--- src/rtl/operand_fetch.sv ---
// Operand-fetch stage: register file (2 read / 1 write), operand-B mux and one output slot.
// Optional OPFETCH_R0_ZERO_EN: register 0 is hardwired to zero.
module operand_fetch #(
  parameter int W   = 8,
  parameter int Ops = 4,
  parameter int RA  = 3
) (
  input  logic           clk,
  input  logic           rst_n,
  input  logic           in_valid,
  output logic           in_ready,
  input  logic [Ops-1:0] in_op,
  input  logic [RA-1:0]  in_ra,
  input  logic [RA-1:0]  in_rb,
  input  logic [RA-1:0]  in_rd,
  input  logic [W-1:0]   in_imm,
  input  logic           in_use_imm,
  input  logic           wr_en,
  input  logic [RA-1:0]  wr_addr,
  input  logic [W-1:0]   wr_data,
  output logic           out_valid,
  input  logic           out_ready,
  output logic [W-1:0]   out_a,
  output logic [W-1:0]   out_b,
  output logic [Ops-1:0] out_op,
  output logic [RA-1:0]  out_rd,
  output logic [15:0]    issue_count
);

  localparam int NREG = 2 ** RA;

  logic [W-1:0]    regs_reg [NREG];
  logic [NREG-1:0] wr_hit;
  logic            wr_ok;
  logic [RA-1:0]   held_ra_reg;
  logic [RA-1:0]   held_rb_reg;
  logic            held_imm_reg;
  logic [W-1:0]    rd_a, rd_b;
  logic [W-1:0]    cap_a, cap_b;
  logic            accept, drain, stall;
  logic            byp_a, byp_b, ref_a, ref_b;

`ifdef OPFETCH_R0_ZERO_EN
  // Writes to register 0 are dropped, so it also never bypasses or refreshes.
  assign wr_ok = wr_en && (wr_addr != '0);
`else
  assign wr_ok = wr_en;
`endif

  generate
    for (genvar gi = 0; gi < NREG; gi++) begin : g_wr_dec
      assign wr_hit[gi] = wr_ok && (wr_addr == RA'(gi));
    end
  endgenerate

  always_ff @(posedge clk or negedge rst_n) begin
    if (!rst_n) begin
      for (int i = 0; i < NREG; i++) regs_reg[i] <= '0;
    end else begin
      for (int i = 0; i < NREG; i++) begin
        if (wr_hit[i]) regs_reg[i] <= wr_data;
      end
    end
  end

`ifdef OPFETCH_R0_ZERO_EN
  assign rd_a = (in_ra == '0) ? '0 : regs_reg[in_ra];
  assign rd_b = (in_rb == '0) ? '0 : regs_reg[in_rb];
`else
  assign rd_a = regs_reg[in_ra];
  assign rd_b = regs_reg[in_rb];
`endif

  // Handshake: ready depends only on the slot state, never on in_valid.
  assign in_ready = !out_valid || out_ready;
  assign accept   = in_valid && in_ready;
  assign drain    = out_valid && out_ready;
  assign stall    = out_valid && !out_ready;

  // Same-cycle writeback is forwarded into the captured operands.
  assign byp_a = wr_ok && (wr_addr == in_ra);
  assign byp_b = wr_ok && (wr_addr == in_rb);
  assign cap_a = byp_a ? wr_data : rd_a;
  assign cap_b = in_use_imm ? in_imm : (byp_b ? wr_data : rd_b);

  // A held slot tracks writebacks to its sources so it never issues stale data.
  assign ref_a = stall && wr_ok && (wr_addr == held_ra_reg);
  assign ref_b = stall && wr_ok && (wr_addr == held_rb_reg) && !held_imm_reg;

  always_ff @(posedge clk or negedge rst_n) begin
    if (!rst_n) begin
      out_valid    <= 1'b0;
      out_a        <= '0;
      out_b        <= '0;
      out_op       <= '0;
      out_rd       <= '0;
      held_ra_reg  <= '0;
      held_rb_reg  <= '0;
      held_imm_reg <= 1'b0;
    end else if (accept) begin
      out_valid    <= 1'b1;
      out_a        <= cap_a;
      out_b        <= cap_b;
      out_op       <= in_op;
      out_rd       <= in_rd;
      held_ra_reg  <= in_ra;
      held_rb_reg  <= in_rb;
      held_imm_reg <= in_use_imm;
    end else begin
      if (drain) out_valid <= 1'b0;
      if (ref_a) out_a <= wr_data;
      if (ref_b) out_b <= wr_data;
    end
  end

  always_ff @(posedge clk or negedge rst_n) begin
    if (!rst_n) begin
      issue_count <= '0;
    end else if (drain) begin
      issue_count <= issue_count + 16'd1;
    end
  end

endmodule

--- config.mk ---
export PLATFORM = sky130hd
export DESIGN_NAME = operand_fetch
export DESIGN_NICKNAME = d
export VERILOG_FILES = /design/src/rtl/operand_fetch.sv
export SDC_FILE = /design/constraint.sdc
export NUM_CORES = 1
export LEC_CHECK = 0
export BUFFER_PORTS_ARGS = -buffer_cell sky130_fd_sc_hd__buf_2
export CAP_MARGIN = 20
export CORE_MARGIN = 3
export CORE_UTILIZATION = 35
export DETAILED_ROUTE_END_ITERATION = 10
export GPL_TIMING_DRIVEN = 0
export PLACE_DENSITY = 0.64
export SYNTH_ARGS = -nofsm -noshare
export SYNTH_HDL_FRONTEND = slang
export SYNTH_SLANG_ARGS = --single-unit
--- constraint.sdc ---
create_clock -name clk -period 3.5 [get_ports clk]
set_input_delay 0.525 -clock clk [delete_from_list [all_inputs] [get_ports clk]]
set_output_delay 0.525 -clock clk [all_outputs]
set_load 0.01 [all_outputs]
After elaboration in Yosys (flattened, before gate mapping):

Index checks and enable logic that the tools add are counted.

* bits in registers: 111
* latch bits: 0
* RAM bits: 0
* ROM bits: 0
* input bits: 38
* output and inout bits: 41
* memories kept: 0

* $add $sub $neg: 1
* $mul: 0
* div/mod/pow operators: 0
* order comparisons: 2
* equality and inequality tests: 11
* shift operators: 0
* muxes and demuxes: 15
* bitwise operators: 2
* reductions and logical operators: 25

Operator list (count)
* two-way mux 8 bit: 11
* binary-select mux 8 bit (select 3 bit): 2
* logical AND 1 bit: 17
* adder 16 x 1 -> 16 bit (second input constant): 1
* == test 3 bit: 4
* == test 3 bit (second input constant): 4
* >= comparator 4 bit (second input constant): 2
* NOT 3 -> 4 bit: 2
* == test 3 x 2 -> 1 bit (second input constant): 2
* nonzero test 2 bit: 3
* == test 3 x 1 -> 1 bit (second input constant): 1
* logical NOT 1 bit: 3
* logical NOT 3 bit: 1
* two-way mux 1 bit: 2
* logical OR 1 bit: 1

Longest topological paths before layout:

* depth after elaboration: 7
* depth in mapped cells: 6
* depth with buffers taken out: 5

Worst setup path before layout:

No wires, ideal clock.

* path type: input-to-reg
* start: in in_ra[1]
* end: reg out_a[1]
* setup time: 0.126 ns
* arrival: 1.791 ns
* required time: 3.374 ns
* slack: 1.584 ns
* cell stages on the path: 6
* buffers on the path: 2
* cell sequence: buf_6 > buf_6 > mux4_1 > mux2_2 > nor3_1 > o31ai_1

* longest elaborated chain between the ends: 6
* elaborated cells between the ends (all ways): 8
* those cells by class: 1 x eq/ne; 5 x mux; 1 x bitwise; 1 x reduce/logical

RTL lines
* start, declared: line 13 `input logic [RA-1:0] in_ra,`
* NOT 3 -> 4 bit (implied by the code): line 70 `assign rd_a = regs_reg[in_ra];`
* binary-select mux 8 bit (select 3 bit): line 70
* two-way mux 8 bit (implied by the code) (2 in a row): line 70
* two-way mux 8 bit (*): line 83 `assign cap_a = byp_a ? wr_data : rd_a;`
* two-way mux 8 bit (*): line 100 `end else if (accept) begin`
* end signal, assigned: line 102 `out_a <= cap_a;`
* end signal, assigned: line 111 `if (ref_a) out_a <= wr_data;`
* end, declared: line 23 `output logic [W-1:0] out_a,`

Every way passes the cells marked *; elsewhere a longest branch is shown, timed or not. The select of a mux whose other input is x is not followed.
A chain may end at the register's enable or synchronous reset.

Worst setup path after layout:

* start: reg out_valid
* end: out in_ready

* longest elaborated chain between the ends: 2

RTL lines
* start, declared: line 21 `output logic out_valid,`
* start signal, assigned: line 92 `out_valid <= 1'b0;`
* start signal, assigned: line 101 `out_valid <= 1'b1;`
* start signal, assigned: line 110 `if (drain) out_valid <= 1'b0;`
* logical NOT 1 bit: line 75 `assign in_ready = !out_valid || out_ready;`
* logical OR 1 bit: line 75
* end, declared: line 11 `output logic in_ready,`

No other way between the ends.

==> out/qor.csv <==
metric;value;unit
status;finished clean;
gp weighted congestion;0.8499;
Worst Skew;7.540;ps
Pleak;3.107;nW
Post-CTS Hold Buffers;0;
Inserted Diodes;0;
Die Width;136.1;um
pwr/cell area;516.3;nW/um2
worst-path cell chain;nand2b_1 -> clkbuf_1 -> buf_2;
final wirelength;14.69;mm
antenna violations before repair;0;
vias in the first global route;4433;
hpwl dp;11.55;mm
drt pass-1 iters;4;
Critical Path AT;1620;ps
slowest CP cell;dfrtp_1;
fin crit share;61.40;%
root buffer selected by CTS;clkbuf_16;
drt wl/cell;18.39;um
Top delay family on crit path;buffers and inverters;
relative slew slack;50.73;%
synthesized cell area;5919;um2
Die Ht;136.1;um
commonest non-fill, non-tap cells in the layout;dfrtp_1 (111), nand2_1 (79), buf_2 (78);
Hold Crit Class;in -> async;
Distinct cells, synth;43;
GRT Resource Usage Total;16.24;%
Setup CP Type;reg -> out;
area delta synth->final;16.02;%
CTS max path bufs;2;
Worst IR Drop VDD;0.0003345;V
Worst setup EP type;output pin;
RSZ-0062 raised after global routing;false;
R2R Setup Slk;1520;ps
Least-Margin Pin Slew;735.1;ps
Post-Synthesis Cells;495;
Post-synth EDFFs;0;
Logic pwr share;23.4;%
Clock transition at path regs;80;ps
core area;16230;um2
PostCTS Resize Cnt;0;
ys flop type;dfrtp_1;
DIE AREA;18510;um2
count of input and output buffers;71;
Mapped Avg Cell Area;11.96;um2
Final #Nets;617;
I/O Pins;79;
Setup TNS Final;0;ps
Syn. warnings;0;
first-pass GRT wire length;23.57;mm
DRC Markers;0;
Fillers;1571;
max reg flops;64;
Net Count, Synth;534;
Reg power frac;48.2;%
grt total ovfl;0;
Vias per Instance;5.325;
H-tree Lvls;3;
startpoint types;flop;
sw frac;29.99;%
Initial Util;36.47;%
final critical-path required period;2149;ps
largest net degree at the start of global routing;62;
Max Cap Viol;0;
register area share after synthesis;46.92;%
Routed Antenna Nets;0;
f_max;0.4653;GHz
Final Power;3.546;mW
Setup Buffers After CTS;0;
clock share of power;28.4;%
layout cells sized above 1;27.62;%
Hold Vio Cnt, Final;0;
required time of the critical path;2970;ps
async set-reset flop share out of synthesis;100.0;%
Layout Utilization;42.31;%
clk_lat worst skew;360;ps
total CTS buffers;9;
Slew Viols, Final;0;
DRT iter0 DRCs;208;
Sw Pwr;1.063;mW
crit-path max cell delay;470;ps
leading cell type in the layout, fill and taps excluded;dfrtp_1;
CP Buf/Inv Count;2;
internal power;2.482;mW
Crit Path Max Fanout;10;
total number of vias;4255;
post-synthesis register bit count;111;
Finish-stage setup viols;0;
CTS tree;yes;
clk sink count;111;
num rows;46;
-- routing by layer --
metal  global-route usage [%]  share of wire [%]
met5                        0                  0
met4                    4.703                2.2
met2                    27.52                 50
met1                    20.79                 43
met3                    3.812                4.4
-- logic make-up (layout without fill, tap and decap cells) --
family / after synthesis / in the layout / synth area share, %
compound gates: 75 / 75 / 7.905
xor+xnor: 27 / 27 / 3.995
fa+ha+maj: 1 / 1 / 0.2113
buf+inv: 42 / 130 / 3.657
flops: 111 / 111 / 46.92
mux: 86 / 86 / 24.18
simple gates: 153 / 153 / 13.13
-- worst register-to-register path, cell delays in order, from the launching register on --
cell and delay [ps]:
dfrtp_1 480, nand2b_1 150, nand2_1 220, clkbuf_1 440, buf_1 420, nand2_1 120, nand2_1 90
-- path summary, 6_finish.rpt --
| path | startpoint | endpoint | depth (start not counted) |
|---|---|---|---|
| hold reg to reg | issue_count[15] | issue_count[15] | 1 |
| setup / recovery | out_valid | in_ready | 3 |
| max in group asynchronous | rst_n | issue_count[10] | 2 |
| setup reg to reg | out_valid | out_op[0] | 6 |
| min in group clk | in_op[3] | out_op[3] | 3 |
| hold / removal | rst_n | regs_reg[54] | 1 |
-- Yosys cell counts, types with 7 or more instances --
cell type    n  area, um2
o31ai_1     15      112.6
nand2_1     79      296.5
a2111oi_0    7      61.31
nand2b_1    10      62.56
inv_1       10      37.54
mux2_2      53      596.8
dfrtp_1    111       2778
nor3_1      11      55.05
buf_2        8      40.04
o21ai_0     28      140.1
a211oi_1     7      52.55
nand3_1     13      65.06
clkbuf_1    15      56.30
nor2b_1      8      50.05
xnor2_1     22      192.7
mux4_1      31      814.5
a21oi_1     15      75.07
-- power by group through the flow --
stage               registers, mW  logic [mW]  clock network (mW)
finish                       1.71       0.829                1.01
global route                 1.75       0.905                1.09
CTS                          1.71       0.835                1.03
detailed placement           1.73       0.831                   0
global placement             1.70       0.804                   0
floorplan                    1.72       0.526                   0
-- final cells by class --
type	count	area, um2	area share (%)
Clock buffer	10	239.0	3.480
Inverter	10	37.54	0.5465
Multi-Input combinational cell	342	2925	42.59
Buffer	32	178.9	2.605
Tap cell	216	270.3	3.935
Sequential cell	111	2778	40.44
Clock inverter	6	53.80	0.7834
Timing Repair Buffer	72	385.4	5.611
-- stage by stage --
step,area [um2],cells,hold slack [ps],worst slack [ps]
5_1_grt,6868,799,256.3,1224
4_1_cts,6868,799,231.3,1312
3_3_place_gp,6545,782,451.5,622.8
6_report,6868,799,217.9,1351
2_1_floorplan,5919,495,229.4,1584
3_5_place_dp,6575,783,461.5,1226
(Power assumes the default switching activity.)
